File: config.mk
export PLATFORM = sky130hd
export DESIGN_NAME = pc_fetch_unit
export DESIGN_NICKNAME = d
export VERILOG_FILES = /design/src/rtl/pc_fetch_unit_pkg.sv /design/src/rtl/pc_fetch_unit_next_calc.sv /design/src/rtl/pc_fetch_unit.sv
export SDC_FILE = /design/constraint.sdc
export NUM_CORES = 1
export LEC_CHECK = 0
export CAP_MARGIN = 20
export CORE_MARGIN = 2
export CORE_UTILIZATION = 50
export CTS_BUF_LIST = sky130_fd_sc_hd__clkbuf_4 sky130_fd_sc_hd__clkbuf_8 sky130_fd_sc_hd__clkbuf_16
export DETAILED_ROUTE_END_ITERATION = 16
export PLACE_DENSITY = 0.88
export SLEW_MARGIN = 20
export SYNTH_ARGS = -nofsm -noshare
export SYNTH_HDL_FRONTEND = slang
export SYNTH_SLANG_ARGS = --single-unit
File: constraint.sdc
create_clock -name clock -period 8.5 [get_ports clock]
set_input_delay 2.125 -clock clock [delete_from_list [all_inputs] [get_ports clock]]
set_output_delay 2.125 -clock clock [all_outputs]
set_load 0.01 [all_outputs]
File: src/rtl/pc_fetch_unit_pkg.sv
// Shared definitions for the fetch unit and the control unit's decoders:
// PC-select encodings, fetch FSM states and default datapath widths.
package pc_fetch_unit_pkg;

  localparam int PC_BITS_DEF = 64;
  localparam int K_BITS_DEF  = 64;

  localparam logic [1:0] PCSEL_INC    = 2'b00;
  localparam logic [1:0] PCSEL_BRANCH = 2'b01;
  localparam logic [1:0] PCSEL_REG    = 2'b10;
  localparam logic [1:0] PCSEL_HOLD   = 2'b11;

  typedef enum logic [1:0] {
    ST_FETCH = 2'b00,
    ST_EXEC  = 2'b01,
    ST_FAULT = 2'b10
  } fetch_state_e;

endpackage

File: src/rtl/pc_fetch_unit_next_calc.sv
// Next-PC calculator: picks the PC-select target and flags targets that are
// not word aligned. Purely combinational.
module pc_next_calc
  import pc_fetch_unit_pkg::*;
#(
  parameter int PC_BITS = PC_BITS_DEF,
  parameter int K_BITS  = K_BITS_DEF
) (
  input  logic [PC_BITS-1:0] pc_i,
  input  logic [1:0]         pc_sel_i,
  input  logic [K_BITS-1:0]  K_i,
  input  logic [PC_BITS-1:0] reg_target_i,
  output logic [PC_BITS-1:0] next_pc_o,
  output logic               misaligned_o
);

  logic [PC_BITS-1:0] kWord;
  logic [PC_BITS-1:0] branchOffset;

  // A wider K is truncated to the PC width; a narrower one is sign-extended
  // so that negative word offsets still branch backwards.
  generate
    if (K_BITS >= PC_BITS) begin : g_kTrunc
      assign kWord = K_i[PC_BITS-1:0];
    end else begin : g_kSext
      assign kWord = {{(PC_BITS-K_BITS){K_i[K_BITS-1]}}, K_i};
    end
  endgenerate

  // Word offset to byte offset; bits shifted out the top are simply lost.
  assign branchOffset = kWord << 2;

  // Select the candidate PC; all adds wrap modulo 2^PC_BITS.
  always_comb begin
    next_pc_o = pc_i;
    unique case (pc_sel_i)
      PCSEL_INC:    next_pc_o = pc_i + PC_BITS'(4);
      PCSEL_BRANCH: next_pc_o = pc_i + branchOffset;
      PCSEL_REG:    next_pc_o = reg_target_i;
      PCSEL_HOLD:   next_pc_o = pc_i;
      default:      next_pc_o = pc_i;
    endcase
  end

  assign misaligned_o = |next_pc_o[1:0];

endmodule

File: src/rtl/pc_fetch_unit.sv
// Program counter and instruction fetch front end. Fetches one word via a
// req/ack handshake, holds it for the control unit while it executes, then
// commits the next PC when the control unit reports completion.
module pc_fetch_unit
  import pc_fetch_unit_pkg::*;
#(
  parameter int                 PC_BITS  = PC_BITS_DEF,
  parameter int                 K_BITS   = K_BITS_DEF,
  parameter logic [PC_BITS-1:0] RESET_PC = '0
) (
  input  logic               clock,
  input  logic               reset,
  output logic [PC_BITS-1:0] imem_addr_o,
  output logic               imem_req_o,
  input  logic               imem_ack_i,
  input  logic [31:0]        imem_data_i,
  output logic [31:0]        instruction_o,
  output logic               instr_valid_o,
  input  logic               instr_done_i,
  input  logic [1:0]         pc_sel_i,
  input  logic [K_BITS-1:0]  K_i,
  input  logic [PC_BITS-1:0] reg_target_i,
  output logic [PC_BITS-1:0] pc_o,
  output logic [PC_BITS-1:0] pc_plus4_o,
  output logic               fault_o
);

  fetch_state_e       stateQ, stateD;
  logic [PC_BITS-1:0] pcQ, pcD;
  logic [31:0]        instrQ, instrD;
  logic               faultQ, faultD;

  logic [PC_BITS-1:0] nextPc;
  logic               nextMisaligned;

  pc_next_calc #(
    .PC_BITS(PC_BITS),
    .K_BITS (K_BITS)
  ) u_nextCalc (
    .pc_i        (pcQ),
    .pc_sel_i    (pc_sel_i),
    .K_i         (K_i),
    .reg_target_i(reg_target_i),
    .next_pc_o   (nextPc),
    .misaligned_o(nextMisaligned)
  );

  // State, PC, instruction and fault registers; reset restarts fetching.
  always_ff @(posedge clock or posedge reset) begin
    if (reset) begin
      stateQ <= ST_FETCH;
      pcQ    <= RESET_PC;
      instrQ <= '0;
      faultQ <= 1'b0;
    end else begin
      stateQ <= stateD;
      pcQ    <= pcD;
      instrQ <= instrD;
      faultQ <= faultD;
    end
  end

  // Next state: capture on ack in FETCH, commit or fault on done in EXEC.
  // Inputs outside their own state are ignored, so done wins over ack in EXEC.
  always_comb begin
    stateD = stateQ;
    pcD    = pcQ;
    instrD = instrQ;
    faultD = faultQ;
    unique case (stateQ)
      ST_FETCH: begin
        if (imem_ack_i) begin
          instrD = imem_data_i;
          stateD = ST_EXEC;
        end
      end
      ST_EXEC: begin
        if (instr_done_i) begin
          if (nextMisaligned) begin
            faultD = 1'b1;
            stateD = ST_FAULT;
          end else begin
            pcD    = nextPc;
            stateD = ST_FETCH;
          end
        end
      end
      ST_FAULT: begin
        stateD = ST_FAULT;
      end
      default: begin
        stateD = ST_FETCH;
      end
    endcase
  end

  // Handshake and status outputs; the request is masked while reset is held
  // so memory never sees a request from a unit that is being reset.
  always_comb begin
    imem_req_o    = 1'b0;
    instr_valid_o = 1'b0;
    if (stateQ == ST_FETCH) begin
      imem_req_o = !reset;
    end
    if (stateQ == ST_EXEC) begin
      instr_valid_o = 1'b1;
    end
  end

  assign imem_addr_o   = pcQ;
  assign pc_o          = pcQ;
  assign pc_plus4_o    = pcQ + PC_BITS'(4);
  assign instruction_o = instrQ;
  assign fault_o       = faultQ;

endmodule

; ---- After elaboration in Yosys (flattened, before gate mapping)
; Cells that the tools add are included.
[word_totals]
regBits = 99
latchBits = 0
mem_bits_rw = 0
rom_bits = 0
inputBits = 166
mem_count = 0
[op_classes]
addsub = 2
n_mul = 0
n_div = 0
order_cmp = 0
eq_ne = 7
shift = 0
mux = 7
bitwise = 2
n_reduce_logical = 9
[ops]
columns = op, count
row1 = 64-bit case mux with 4 select lines, 1
row2 = 64-bit by 3-bit adder with 64-bit output (second input constant), 1
row3 = 64-bit adder, 1
row4 = 2-bit equality test (second input constant), 3
row5 = 2-bit 2-to-1 mux, 3
row6 = 2-bit case mux with 3 select lines, 1
row7 = 3-bit AND reduction, 2
row8 = 2-bit by 1-bit equality test with 1-bit output (second input constant), 2
row9 = 2-bit logical NOT, 2
row10 = 2-bit != test (second input constant), 2
row11 = 2-bit AND reduction, 2
row12 = 4-bit AND reduction, 1
row13 = 1-bit 2-to-1 mux, 2
row14 = 1-bit NOT, 2
row15 = 2-bit OR reduction, 1
row16 = 1-bit logical NOT, 1

; ---- Depth between registers and ports, before layout
[logic_depth]
depth_word = 6
ltp_mapped = 12
mapped_depth_nobuf = 12

; ---- Modules after synthesis
; Synthesis repeated with hierarchy kept, for this count alone.
[hier_totals]
cells_unflattened = 1346
area_unflattened_um2 = 11033.1
[modules_own_cells]
columns = mod, instances, cells_per_inst, area_each_um2
row1 = pc_next_calc, 1, 855, 5549.1
row2 = pc_fetch_unit, 1, 491, 5484.0

; ---- Worst setup path after synthesis
; Ideal clock, no wire load.
[synth_path]
kind = input-to-reg
from = in K_i[0]
to = reg pcQ[56] (netlist: imem_addr_o[56])
setup_time_ps = 95
arrival_ps = 4510
required_ps = 8405
path_slack_ps = 3894
path_stages = 12
path_cell_list = ha_1 -> inv_1 -> fa_1 -> nor2b_1 -> o311a_1 -> o21ai_1 -> a21oi_2 -> o2111ai_1 -> a2111oi_2 -> o21bai_1 -> and3_1 -> o31ai_1
[synth_via]
elab_chain_len = 2
[synth_lines]
columns = item, line_no
row1 = "start, declared", pc_fetch_unit.sv:21  ; input logic [K_BITS-1:0] K_i,
row2 = 64-bit adder, pc_fetch_unit_next_calc.sv:38  ; PCSEL_BRANCH: next_pc_o = pc_i + branchOffset;
row3 = 64-bit case mux with 4 select lines, pc_fetch_unit_next_calc.sv:36  ; unique case (pc_sel_i)
row4 = "end signal, assigned", pc_fetch_unit.sv:57  ; pcQ <= pcD;
row5 = "end, declared", pc_fetch_unit.sv:29  ; logic [PC_BITS-1:0] pcQ, pcD;
; Every way passes these cells.
; A chain may end at the register's enable or synchronous reset.

; ---- Final worst setup path
[layout_path]
from = reg pcQ[2] (netlist: imem_addr_o[2])
to = out pc_plus4_o[50]
[layout_via]
elab_chain_len = 1
[layout_lines]
columns = item, line_no
row1 = 64-bit by 3-bit adder with 64-bit output, pc_fetch_unit.sv:112  ; assign pc_plus4_o = pcQ + PC_BITS'(4);
row2 = "end, declared", pc_fetch_unit.sv:24  ; output logic [PC_BITS-1:0] pc_plus4_o,
; Every way passes these cells.

==> qor.log <==
[status] result of the run completed
[logic_synthesis] synthesized net count 1664
[timing] Total Negative Setup Slacks 0 ps
[logic_synthesis] FFs w/ async S/R, synth 100%
[clock_network] total CTS buffers 9
[logic_synthesis] synthesis warning total 0
[drt] count of nets left with antenna violations after detail routing 0
[clock_network] Clock Sink Count 99
[pwr] worst voltage drop across the vdd grid 0.141 mV
[pwr] power share of the sequential group 21.7%
[placed_design] number of I/O port buffers 390
[clock_network] clock transition at the registers of the reported paths 90 ps
[timing] largest clock skew in the final design 10.5 ps
[critical_path] category of the critical setup timing path reg -> out
[layout] layout-stage area growth over the synthesis result 35.2%
[critical_path] slowest cell on the critical path or4_1
[timing] final-report hold violation count 0
[pwr] total power draw 4990 uW
[die] total die area 0.0230 mm2
[layout] share of final-layout standard cells stronger than drive strength 1 5.42%
[clock_network] Max Buffers Root-to-Sink 2
[die] die boundary width 152 um
[drt] post-DR wirelength/cell 22.4 um
[layout] most common cell after layout, fill and taps aside clkdlybuf4s50_1
[timing] worst setup slack after layout 2270 ps
[clock_network] clock tree from TritonCTS done
[timing] Max-slew headroom 37.4%
[die] row cnt 54
[grt] layer with the highest usage met2
[grt] M2 GR Usage 61.2%
[die] area of the core region 0.0216 mm2
[drt] routed via count divided by cell count 6.41
[clock_network] number of buffers inserted by hold repair at cts 0
[logic_synthesis] ys flop type dfrtp_1
[pwr] Clock Power Share 9.0%
[clock_network] number of H-tree branching levels 3
[critical_path] flop-to-flop setup slack 4600 ps
[critical_path] required time at the endpoint of the critical path 6380 ps
[drt] wire length after detailed routing 44.3 mm
[grt] pin count of the biggest net entering global routing 68
[grt] number of global-route vias before repair 12000
[placed_design] global placement routability congestion 0.984
[min_path] class of the tightest hold or removal check reg -> reg
[timing] final worst-path cycle share 73.3%
[logic_synthesis] register bit total from synthesis 99
[placed_design] detailed placer's ending HPWL 33.1 mm
[clock_network] Post-CTS Resized 0
[pwr] leakage component of the power 0.00590 uW
[critical_path] type of element launching the critical path flop
[die] Chip Height 152 um
[logic_synthesis] Cell variety after synth 83
[grt] global route overflow 0
[drt] total number of vias 12700
[clock_network] Clock Root Buffer clkbuf_16
[critical_path] crit path max fanout 9
[pwr] Cell Int Power 2590 uW
[placed_design] minimum setup slack after placement 2430 ps
[pwr] ratio of total power to cell area 338 mW/mm2
[critical_path] Slowest Stage Delay on Critical Path 740 ps
[logic_synthesis] number of enable flip-flop cells after synthesis 0
[drt] final routed DRC violation total 0
[drt] First DRT Iteration DRCs 1330
[critical_path] ordered list of cells on the worst path ha_1, nand3_2, or3_1, or4_1, nand2b_1, nor2_1, xor2_1, clkdlybuf4s50_1
[die] Ports 393
[clock_network] clock latency at the later pin of the worst-skew pair 380 ps
[timing] transition time at the pin with the least slew margin 931 ps
[logic_synthesis] mean cell area of the mapped netlist 7.60 um2
[timing] RSZ-0062 raised after global routing false
[critical_path] signal arrival time at the worst endpoint 4100 ps
[timing] final period demand of the worst path 6230 ps
[timing] maximum operating frequency 161 MHz
[pwr] P_sw 2390 uW
[grt] antenna violations before repair 2
[logic_synthesis] instance count of the mapped netlist 1435
[grt] global-route met3 utilization 7.25%
[logic_synthesis] combined area of all synthesized cells 0.0109 mm2
[timing] # setup viols final 0
[die] starting density of the core 50.4%
[grt] met1 demand-to-capacity share in global routing 47.3%
[logic_synthesis] register area share after synthesis 22.7%
[run] Maximum Capacitance Violations 0
[grt] global-route wire length before repair 66.8 mm
[layout] Net count, final 1920
[pwr] fraction of power consumed by combinational cells 69.3%
[critical_path] kind of end point of the critical path primary output
[clock_network] setup repair bufs after CTS 0
[layout] most used cells in the layout excluding fill and tap cells clkdlybuf4s50_1, nand2_1, o21ai_0
[grt] Total Routing Usage GR 37.4%
[timing] Max Slew Vio Count 0
[drt] first-pass iteration count of the detailed router 6
[pwr] net switching share of the total power 48.0%
metal layers:
layer / part of all wire [%] / wire [um]
met5: 0.052 / 23
met4: 4.4 / 1940
met3: 11 / 4800
met2: 47 / 20800
met1: 38 / 16800
stage by stage:
step | cells | util, % | cell area, um2 | hold slack [ps]
floorplan | 1435 | - | 10900 | 473
global placement | 1960 | 66.7 | 14400 | 450
detailed placement | 1960 | 66.8 | 14400 | 491
CTS | 1976 | 68.2 | 14700 | 511
global route | 1977 | 68.2 | 14700 | 512
finish | 1977 | 68.2 | 14700 | 505
sequential cells by signal, summed over array words and instances, names as in the netlist:
signal         count
fault_o            1
imem_addr_o       64
instruction_o     32
stateQ             2
power groups by stage:
stage / registers, uW / clock network (uW) / logic [uW]
4_1_cts: 1070 / 449 / 3410
6_report: 1080 / 451 / 3460
2_1_floorplan: 1010 / 0 / 2060
5_1_grt: 1110 / 467 / 3720
3_5_place_dp: 1080 / 0 / 3380
3_3_place_gp: 1060 / 0 / 3330
logic make-up (layout without fill, tap and decap cells):
logic type,Yosys count,count (layout),share of synthesized area [%]
AO/OA/AOI/OAI,455,455,26.5
XOR/XNOR,103,103,8.27
adder cells (fa/ha/maj),63,63,7.30
buffers and inverters,198,459,9.27
flip-flops,99,99,22.7
multiplexers,49,49,4.92
other,0,1,0
AND/OR/NAND/NOR,468,468,21.0
Yosys cell counts, types with 4 or more instances:
library cell / n / area [um2]
a222oi_1: 12 / 120
or3_1: 9 / 56.3
and4_1: 12 / 105
nand2b_1: 6 / 37.5
a211oi_1: 12 / 90.1
mux2_2: 37 / 417
buf_4: 66 / 495
nor4_1: 5 / 31.3
buf_1: 10 / 37.5
a31oi_1: 9 / 56.3
o221ai_1: 10 / 87.6
buf_2: 10 / 50.1
o31ai_1: 7 / 52.6
xnor2_1: 59 / 517
inv_1: 35 / 131
o21ai_0: 132 / 661
ha_1: 62 / 776
clkbuf_1: 75 / 282
nand2_1: 152 / 571
nor2_1: 96 / 360
o311a_1: 4 / 40.0
o21bai_1: 16 / 120
a32oi_1: 5 / 43.8
a221o_1: 5 / 50.1
and3_1: 26 / 163
nor3_1: 46 / 230
mux2i_1: 12 / 120
xor2_1: 44 / 385
a22o_1: 4 / 35.0
a21oi_1: 127 / 636
o211ai_1: 7 / 52.6
a21o_1: 37 / 278
o21a_1: 9 / 67.6
dfrtp_1: 99 / 2480
and2_1: 10 / 62.6
nand3_1: 39 / 195
nor2b_1: 8 / 50.1
a221oi_1: 11 / 96.3
o22ai_1: 9 / 56.3
nand4_1: 36 / 225
area by class of cell:
cell class / instances / area (um2)
tap: 280 / 350
inverter: 36 / 138
antenna: 1 / 2.50
clock inverter: 6 / 65.1
fill: 1777 / 6880
clock buffer: 10 / 233
multi-input combinational: 1138 / 7450
timing repair buffer: 407 / 4020
sequential: 99 / 2480
path summary, 6_finish.rpt:
| kind | startpoint | to | cells after the start |
|---|---|---|---|
| max reg2reg | imem_addr_o[2]$_DFFE_PP0P_ | imem_addr_o[50]$_DFFE_PP0P_ | 9 |
| max | imem_addr_o[2]$_DFFE_PP0P_ | pc_plus4_o[50] | 8 |
| max in group asynchronous | reset | imem_addr_o[19]$_DFFE_PP0P_ | 3 |
| min in group asynchronous | reset | instruction_o[9]$_DFFE_PP0P_ | 2 |
| min reg2reg | fault_o$_DFFE_PP0P_ | fault_o$_DFFE_PP0P_ | 1 |
| min | fault_o$_DFFE_PP0P_ | fault_o$_DFFE_PP0P_ | 1 |
worst max-delay path: cells and delay by family, from the launching register on:
family | cells | cell delay, ps
AND/OR/NAND/NOR | 5 | 2150
buffers and inverters | 1 | 560
flip-flops | 1 | 540
adder cells (fa/ha/maj) | 1 | 270
XOR/XNOR | 1 | 200
No activity file was read; power rests on OpenSTA's default activity.
